## src/rtl/md_pos_pkg.sv

```systemverilog
// Shared definitions for the cell position read path: sequencer states,
// memory read latency and the {posz, posy, posx} word layout.
package md_pos_pkg;
    typedef enum logic [2:0] {
        IDLE,
        RD_CNT,
        WAIT_CNT,
        STREAM,
        DRAIN,
        FINISH
    } rd_state_t;

    localparam int READ_LATENCY = 2;

    localparam int POS_FIELD_W = 32;
    localparam int POS_X_LSB   = 0;
    localparam int POS_Y_LSB   = 32;
    localparam int POS_Z_LSB   = 64;
endpackage

```

## src/rtl/pos_stream_fifo.sv

```systemverilog
// Synchronous FIFO with a registered first-word-fall-through head; occupancy
// counts the head register plus the entries queued behind it.
module pos_stream_fifo #(
    parameter int WIDTH = 8,
    parameter int DEPTH = 4
) (
    input  logic                     clk,
    input  logic                     rst_n,
    input  logic                     push,
    input  logic [WIDTH-1:0]         din,
    input  logic                     pop,
    output logic                     valid,
    output logic [WIDTH-1:0]         dout,
    output logic [$clog2(DEPTH):0]   occupancy
);
    localparam int PTR_W = $clog2(DEPTH);

    logic [WIDTH-1:0] mem [DEPTH];
    logic [PTR_W-1:0] wr_ptr, rd_ptr;
    logic [PTR_W:0]   ram_cnt;
    logic             do_pop, load_out, ram_empty, ram_wr, ram_rd;

    assign do_pop    = pop && valid;
    assign load_out  = !valid || do_pop;
    assign ram_empty = (ram_cnt == '0);
    assign ram_rd    = load_out && !ram_empty;
    // A push into an empty queue while the head is free bypasses the queue.
    assign ram_wr    = push && !(load_out && ram_empty);
    assign occupancy = ram_cnt + {{PTR_W{1'b0}}, valid};

    always_ff @(posedge clk) begin
        if (ram_wr) begin
            mem[wr_ptr] <= din;
        end
    end

    always_ff @(posedge clk or negedge rst_n) begin
        if (!rst_n) begin
            wr_ptr  <= '0;
            rd_ptr  <= '0;
            ram_cnt <= '0;
            valid   <= 1'b0;
            dout    <= '0;
        end else begin
            if (ram_wr) begin
                wr_ptr <= wr_ptr + PTR_W'(1);
            end
            if (ram_rd) begin
                rd_ptr <= rd_ptr + PTR_W'(1);
            end
            ram_cnt <= ram_cnt + (PTR_W + 1)'(ram_wr) - (PTR_W + 1)'(ram_rd);
            if (load_out) begin
                if (!ram_empty) begin
                    dout  <= mem[rd_ptr];
                    valid <= 1'b1;
                end else if (push) begin
                    dout  <= din;
                    valid <= 1'b1;
                end else begin
                    valid <= 1'b0;
                end
            end
        end
    end

    overflow_chk: assert property (@(posedge clk) disable iff (!rst_n)
        !(push && !do_pop && (occupancy >= ($clog2(DEPTH) + 1)'(DEPTH))));
endmodule

```

## src/rtl/cell_pos_reader.sv

```systemverilog
// Reads the particle count and then every particle position of one cell memory,
// streaming them out as valid/ready beats with credit-limited read issue.
module cell_pos_reader
    import md_pos_pkg::*;
#(
    parameter int DATA_WIDTH   = 96,
    parameter int ADDR_WIDTH   = 8,
    parameter int PARTICLE_NUM = 220,
    parameter int FIFO_DEPTH   = 4
) (
    input  logic                  clk,
    input  logic                  rst_n,
    input  logic                  start,
    output logic                  busy,
    output logic                  done,
    output logic [ADDR_WIDTH-1:0] particle_count,
    output logic [ADDR_WIDTH-1:0] cell_addr,
    output logic                  cell_rden,
    input  logic [DATA_WIDTH-1:0] cell_q,
    output logic                  out_valid,
    input  logic                  out_ready,
    output logic [DATA_WIDTH-1:0] out_pos,
    output logic [ADDR_WIDTH-1:0] out_idx,
    output logic                  out_last
);
    localparam int OCC_W   = $clog2(FIFO_DEPTH) + 1;
    localparam int CRED_W  = OCC_W + 2;
    localparam int ENTRY_W = DATA_WIDTH + ADDR_WIDTH + 1;
    localparam logic [ADDR_WIDTH:0] MAX_COUNT = (ADDR_WIDTH + 1)'(PARTICLE_NUM - 1);

    function automatic logic [ADDR_WIDTH-1:0] clamp_count(input logic [ADDR_WIDTH-1:0] raw);
        if ({1'b0, raw} > MAX_COUNT) begin
            return MAX_COUNT[ADDR_WIDTH-1:0];
        end
        return raw;
    endfunction

    rd_state_t             state, state_next;
    logic [ADDR_WIDTH:0]   ptr, ptr_next;
    logic [1:0]            wcnt, wcnt_next;
    logic [ADDR_WIDTH-1:0] addr_next, count_next, count_rd;
    logic                  rden_next;

    logic                  stream_rd, pop, credit_ok, drain_done;
    logic [1:0]            inflight;
    logic [OCC_W-1:0]      occupancy;
    logic [CRED_W-1:0]     credit_used, credit_lim;

    logic                  vld_p1, vld_p2, last_p2;
    logic [ADDR_WIDTH-1:0] idx_p1, idx_p2;
    logic [ENTRY_W-1:0]    fifo_dout;

    assign busy        = (state != IDLE);
    assign done        = (state == FINISH);
    // Address 0 is the count read; only particle reads enter the tracking pipe.
    assign stream_rd   = cell_rden && (cell_addr != '0);
    assign pop         = out_valid && out_ready;
    assign inflight    = {1'b0, stream_rd} + {1'b0, vld_p1} + {1'b0, vld_p2};
    assign credit_used = CRED_W'(occupancy) + CRED_W'(inflight);
    assign credit_lim  = CRED_W'(FIFO_DEPTH) + CRED_W'(pop);
    assign credit_ok   = (credit_used < credit_lim);
    assign drain_done  = pop && out_last && (occupancy == OCC_W'(1)) && (inflight == 2'd0);
    assign count_rd    = clamp_count(cell_q[ADDR_WIDTH-1:0]);

    always_comb begin
        state_next = state;
        ptr_next   = ptr;
        wcnt_next  = wcnt;
        addr_next  = cell_addr;
        rden_next  = 1'b0;
        count_next = particle_count;
        case (state)
            IDLE: begin
                if (start) begin
                    state_next = RD_CNT;
                    addr_next  = '0;
                    rden_next  = 1'b1;
                end
            end
            RD_CNT: begin
                state_next = WAIT_CNT;
                wcnt_next  = '0;
            end
            WAIT_CNT: begin
                wcnt_next = wcnt + 2'd1;
                if (wcnt == 2'(READ_LATENCY - 1)) begin
                    count_next = count_rd;
                    if (count_rd == '0) begin
                        state_next = FINISH;
                    end else begin
                        // Particle 1 is issued on the way into STREAM.
                        state_next = STREAM;
                        addr_next  = ADDR_WIDTH'(1);
                        rden_next  = 1'b1;
                        ptr_next   = (ADDR_WIDTH + 1)'(2);
                    end
                end
            end
            STREAM: begin
                if (ptr > {1'b0, particle_count}) begin
                    state_next = DRAIN;
                end else if (credit_ok) begin
                    addr_next = ptr[ADDR_WIDTH-1:0];
                    rden_next = 1'b1;
                    ptr_next  = ptr + (ADDR_WIDTH + 1)'(1);
                    if (ptr == {1'b0, particle_count}) begin
                        state_next = DRAIN;
                    end
                end
            end
            DRAIN: begin
                if (drain_done) begin
                    state_next = FINISH;
                end
            end
            FINISH: begin
                state_next = IDLE;
            end
            default: begin
                state_next = IDLE;
            end
        endcase
    end

    always_ff @(posedge clk or negedge rst_n) begin
        if (!rst_n) begin
            state          <= IDLE;
            ptr            <= '0;
            wcnt           <= '0;
            cell_addr      <= '0;
            cell_rden      <= 1'b0;
            particle_count <= '0;
        end else begin
            state          <= state_next;
            ptr            <= ptr_next;
            wcnt           <= wcnt_next;
            cell_addr      <= addr_next;
            cell_rden      <= rden_next;
            particle_count <= count_next;
        end
    end

    // Stage p1: read address registered one cycle ago.
    // Stage p2: cell_q now carries the data for idx_p2.
    always_ff @(posedge clk or negedge rst_n) begin
        if (!rst_n) begin
            vld_p1 <= 1'b0;
            vld_p2 <= 1'b0;
        end else begin
            vld_p1 <= stream_rd;
            vld_p2 <= vld_p1;
        end
    end

    always_ff @(posedge clk) begin
        idx_p1 <= cell_addr;
        idx_p2 <= idx_p1;
    end

    assign last_p2 = (idx_p2 == particle_count);

    pos_stream_fifo #(
        .WIDTH (ENTRY_W),
        .DEPTH (FIFO_DEPTH)
    ) u_fifo (
        .clk       (clk),
        .rst_n     (rst_n),
        .push      (vld_p2),
        .din       ({last_p2, idx_p2, cell_q}),
        .pop       (pop),
        .valid     (out_valid),
        .dout      (fifo_dout),
        .occupancy (occupancy)
    );

    assign out_last = fifo_dout[ENTRY_W-1];
    assign out_idx  = fifo_dout[DATA_WIDTH +: ADDR_WIDTH];
    assign out_pos  = fifo_dout[DATA_WIDTH-1:0];
endmodule
```

## config.mk

```make
export PLATFORM = sky130hd
export DESIGN_NAME = cell_pos_reader
export DESIGN_NICKNAME = d
export VERILOG_FILES = /design/src/rtl/md_pos_pkg.sv /design/src/rtl/pos_stream_fifo.sv /design/src/rtl/cell_pos_reader.sv
export SDC_FILE = /design/constraint.sdc
export NUM_CORES = 1
export LEC_CHECK = 0
export CORE_ASPECT_RATIO = 1.2
export CORE_MARGIN = 3
export CORE_UTILIZATION = 35
export DETAILED_ROUTE_END_ITERATION = 8
export HOLD_SLACK_MARGIN = 0.06
export PLACE_DENSITY = 0.61
export SETUP_SLACK_MARGIN = 0.02
export SLEW_MARGIN = 15
export SYNTH_ARGS = -nofsm -noshare
export SYNTH_HDL_FRONTEND = slang
export SYNTH_SLANG_ARGS = --single-unit
```

## constraint.sdc

```tcl
create_clock -name clk -period 8 [get_ports clk]
set_input_delay 1.6 -clock clk [delete_from_list [all_inputs] [get_ports clk]]
set_output_delay 1.6 -clock clk [all_outputs]
set_load 0.01 [all_outputs]
```

# ---- Word-level counts from Yosys, hierarchy flattened
# Memories as Yosys holds them, arrays and structs flattened.
# Cells that the tools add are included.
dict set report op_classes {
  n_addsub 11
  order_cmp 3
  n_eq_ne 18
  mux 35
  reduce_logical 27
}
# cell count
set op_table {}
lappend op_table {{$mux W105} 2}
lappend op_table {{$mux W8} 7}
lappend op_table {{$mux W9} 4}
lappend op_table {{$pmux W8 S3} 1}
lappend op_table {{$mux W3} 7}
lappend op_table {{$pmux W9 S2} 1}
lappend op_table {{$pmux W3 S5} 1}
lappend op_table {{$ne A2 B2 Y1 const B} 7}
lappend op_table {{$mux W1} 10}
lappend op_table {{$reduce_and A5 Y1} 2}
lappend op_table {{$add A9 B1 Y9 const B} 1}
lappend op_table {{$eq A9 B8 Y1} 1}
lappend op_table {{$gt A9 B8 Y1} 1}
lappend op_table {{$logic_and A1 B1 Y1} 9}
lappend op_table {{$eq A8 B8 Y1} 1}
lappend op_table {{$gt A8 B8 Y1 const B} 1}
lappend op_table {{$logic_not A8 Y1} 1}
lappend op_table {{$reduce_bool A8 Y1} 1}
lappend op_table {{$add A2 B1 Y2 const B} 3}
lappend op_table {{$add A3 B1 Y3} 2}
lappend op_table {{$eq A3 B1 Y1 const B} 2}
lappend op_table {{$eq A3 B2 Y1 const B} 2}
lappend op_table {{$eq A3 B3 Y1 const B} 2}
lappend op_table {{$logic_not A3 Y1} 2}
lappend op_table {{other kinds (17)} 23}
dict set report word_totals {
  reg_bits 162
  mem_bits_rw 420
  input_bits 100
  elab_cells 110
  memories 1
}
# memory words width read_ports rd_clocked_by_memory_dff wr line_no
set memory_table {}
lappend memory_table {u_fifo.mem 4 105 1 0 1 pos_stream_fifo.sv:18} ;# logic [WIDTH-1:0] mem [DEPTH];

# ---- Depth between registers and ports, before layout
dict set report depth {
  word_depth 9
  depth_mapped 13
  depth_no_buf 12
}

# ---- Modules after synthesis
# Synthesis repeated with hierarchy kept, for this count alone.
dict set report hier_totals {
  hier_cells 1314
  area_unflattened_um2 22691.8
}
# mod n_inst cells_each area_each_um2 seq_area_each_um2
set modules_own_cells {}
lappend modules_own_cells {pos_stream_fifo 1 1075 20265.7 15439.8}
lappend modules_own_cells {cell_pos_reader 1 239 2426.1 1146.1}

# ---- Least setup slack after synthesis
# Ideal clock, no wire load.
dict set report synth_path {
  kind {input to register}
  from {input port out_ready}
  to {memory u_fifo.mem[0][0] (netlist bit) (enable)}
  arrival_ns 4.727
  setup_slack_ns 2.797
  stages 4
  n_path_buf 1
  cell_sequence {nand2b_1 -> clkbuf_1 -> a21boi_1 -> and2_1}
}
dict set report synth_between {
  elab_chain_cells 8
}
# element line_no
set synth_rtl {}
lappend synth_rtl {{from (decl)} cell_pos_reader.sv:21} ;# input logic out_ready,
lappend synth_rtl {{$logic_and A1 B1 Y1} cell_pos_reader.sv:57} ;# assign pop = out_valid && out_ready;
lappend synth_rtl {{$logic_and A1 B1 Y1} pos_stream_fifo.sv:23} ;# assign do_pop = pop && valid;
lappend synth_rtl {{$logic_or A1 B1 Y1} pos_stream_fifo.sv:24} ;# assign load_out = !valid || do_pop;
lappend synth_rtl {{$logic_and A1 B1 Y1} pos_stream_fifo.sv:28} ;# assign ram_wr = push && !(load_out && ram_empty);
lappend synth_rtl {{$logic_not A1 Y1} pos_stream_fifo.sv:28}
lappend synth_rtl {{$logic_and A1 B1 Y1} pos_stream_fifo.sv:28}
lappend synth_rtl {{net u_fifo.ram_wr} pos_stream_fifo.sv:21} ;# logic do_pop, load_out, ram_empty, ram_wr, ram_rd;
lappend synth_rtl {{$mux W1} pos_stream_fifo.sv:32} ;# if (ram_wr) begin
lappend synth_rtl {{$mux W1 (implied by the code)} pos_stream_fifo.sv:33} ;# mem[wr_ptr] <= din;
lappend synth_rtl {{to (decl)} pos_stream_fifo.sv:18}
# The timed path passes the listed nets, and every way through them passes these cells.

# ---- Worst setup path in the final report
dict set report layout_path {
  from {input port out_ready}
  to {memory u_fifo.mem[2][94] (netlist bit) (enable)}
}
# Same word-level chain as after synthesis.

==> impl_metrics.csv <==
group,metric,value,unit
synth,synth_edf_count,420,
setup_path,cp_max_fo,44,
setup_path,crit_type,"input pin to flop",
sta,worst_slew_pin_slew,1110,ps
setup_path,reg2regPathDepth,12,
place,io_buffers,224,
setup_path,cpPeakStageDelay,720,ps
synth,syn_area_per_cell,16.3,um^2
sta,skew,25.6,ps
setup_path,path_depth,5,
sta,setup_tns,0,ps
detailed_routing,drc,0,
synth,synth.distinct_cells,54,
grt,grt-ovfl-total,0,
synth,ys_seq_area_frac,0.737,
sta,max_slew_margin,0.258,
outcome,status,"finished clean",
detailed_routing,drt_first_pass_iters,5,
sta,period_share,0.556,
grt,grt_pass1_wl,79400,um
sta,timing.final.hold_violations,0,
cts,ctsHoldBuffers,0,
detailed_routing,post_drt_wl_per_cell,20.7,um
synth,yosys.area.top_type,"edfxtp_1",
synth,yosys-top-cells-area,"edfxtp_1, dfrtp_1, mux4_2, nand2_1, a31oi_1",
synth,syn-num-nets,1508,
setup_path,path_buf_inv,2,
detailed_routing,antenna_left,0,
place,routabilityCongestion,0.822,
cts,worstSkewPairLatency,620,ps
synth,post-synth-top-count-cell,"edfxtp_1",
cts,clk_pin_slew,60,ps
sta,period_needed,4440,ps
synth,ys_ff_latch,582,
synth,synth_async_sr_flop_share,0.251,
setup_path,slowest_stage,"and2_4",
sta,finalSetupViolations,0,
grt,grt_pass1_vias,13183,
floorplan,core,0.0634,mm^2
finish,area_growth,22.2,%
power,total_power,0.0100,W
floorplan,io_pins,225,
grt,grt_max_degree,195,
setup_path,worstPathCellList,"clkdlybuf4s50_1 -> nand2b_1 -> a21boi_1 -> and2_4 -> buf_4",
detailed_routing,initialDrtViolationCount,788,
sta,grt_setup_unrepaired,"no",
synth,synth_ff_type,"edfxtp_1",
cts,cts_resized,0,
synth,yosysWarnings,0,
min_path,hold_path.class,"flop to flop",
grt,grt_use_total,0.152,
setup_path,critPathTopFamily,"simple AND/OR/NAND/NOR gates",
synth,syn_area,0.0225,mm^2
cts,cts-buffers-inserted,57,
run,drv_cap,0,
detailed_routing,viasPerCell,5.03,
synth,synth_top_cells_by_count,"edfxtp_1, nand2_1, dfrtp_1",
synth,synth_cells,1385,
detailed_routing,wl,51300,um
cts,clock_sinks,582,
detailed_routing,vias,12460,
power,power-per-cell-area,365,mW/mm^2
sta,timing.fmax,0.225,GHz
floorplan,die_y,284,um
setup_path,startpoint_type,"input pin",
power,leakagePower,9.59,nW
floorplan,rows,101,
grt,antenna_found_initial,2,
cts,post_cts_buffers,0,
cts,htreeDepth,2,
power,vdd_drop_max,0.240,mV
finish,fillers,5608,
cts,clk_path_buf_depth,3,
floorplan,die_w,237,um
floorplan,start_util,0.355,
sta,final_max_slew_viol_count,0,
finish,nets,1730,
floorplan,dieArea,0.0674,mm^2
setup_path,cp-end-kind,"flop",
min_path,holdPathStages,0,
cts,clockRootBuffer,"clkbuf_16",
place,place.detailed.hpwl,31600,um
finish,drive_gt1_frac,0.134,
setup_path,critPathRequiredTime,8240,ps
cts,cts_tree,"built",
synth,synthDominantCellAreaShare,0.560,
setup_path,arrival,4680,ps
-- state kept, by name, summed over array words and instances, names as in the netlist, 2 cells and up --
signal	count
ptr	9
idx_p1	8
particle_count	8
state	3
idx_p2	8
cell_addr	8
u_fifo.wr_ptr	2
u_fifo.rd_ptr	2
u_fifo.dout	105
u_fifo.mem	420
wcnt	2
u_fifo.ram_cnt	3
-- path summary, 6_finish.rpt --
path                              start           endpoint  slack (ps)
hold reg to reg               idx_p1[0]          idx_p2[0]         330
setup reg to reg           cell_addr[5]             ptr[7]        3920
min in group asynchronous         rst_n       cell_addr[2]        1060
hold / removal                idx_p1[0]          idx_p2[0]         330
max in group asynchronous         rst_n   u_fifo.rd_ptr[1]        5400
setup / recovery              out_ready  u_fifo.mem[2][94]        3560
-- cells by family after synthesis --
logic type      Yosys count  synth area share
compound gates          171            0.0483
xor+xnor                 15           0.00645
fa+ha+maj                23            0.0138
buf+inv                  99            0.0181
flops                   582             0.737
mux                     108             0.106
simple gates            387            0.0700
-- area by class of cell --
class / count / area [um^2] / share of cell area
Tap cell: 824 / 1030 / 0.0375
Multi-Input combinational cell: 704 / 5540 / 0.202
Sequential cell: 582 / 16600 / 0.603
Clock inverter: 30 / 317 / 0.0115
Clock buffer: 76 / 1560 / 0.0566
Inverter: 23 / 86.3 / 0.00314
Timing Repair Buffer: 239 / 2370 / 0.0861
Antenna cell: 1 / 2.50 / 0.0000910
-- power by group --
part	total, W	internal (W)	switching (W)
Sequential	0.00427	0.00381	0.000461
Clock	0.00267	0.00156	0.00111
Combinational	0.00309	0.00155	0.00154
Total	0.0100	0.00692	0.00311
-- stage by stage --
step / hold slack [ps] / std cells / setup WS (ps) / util / area [um^2]
2_1_floorplan: 310 / 1385 / 2800 / - / 22500
6_report: 326 / 2479 / 3560 / 0.433 / 27500
4_1_cts: 326 / 2478 / 3600 / 0.433 / 27500
3_5_place_dp: 312 / 2372 / 2950 / 0.404 / 25600
3_3_place_gp: 318 / 2372 / 2960 / 0.404 / 25600
5_1_grt: 335 / 2478 / 3350 / 0.433 / 27500
-- placed cells by master, fill, tap and decap left out, types with 5 or more instances in the layout --
master	n
xnor2_1	13
ha_1	20
edfxtp_1	420
dfrtp_1	144
clkbuf_8	6
dfxtp_1	16
clkdlybuf4s50_1	223
mux4_2	105
a221o_1	5
bufinv_16	6
inv_1	23
nand2_1	211
clkbuf_1	13
o21ai_0	18
nand3_1	14
nor2_1	123
buf_4	14
clkbuf_16	57
and3_1	6
a31oi_1	90
clkinv_1	11
o22ai_1	16
clkinv_2	8
a21oi_1	24
-- layer usage --
layer	up-vias	share of wire	wire length [um]	GRT usage
li1	5707	-	-	-
met1	6382	0.41	20900	0.193
met3	81	0.053	2730	0.0303
met5	-	0	0	0
met4	0	0.029	1480	0.0499
met2	290	0.51	26100	0.263
No activity file was read; power rests on OpenSTA's default activity.
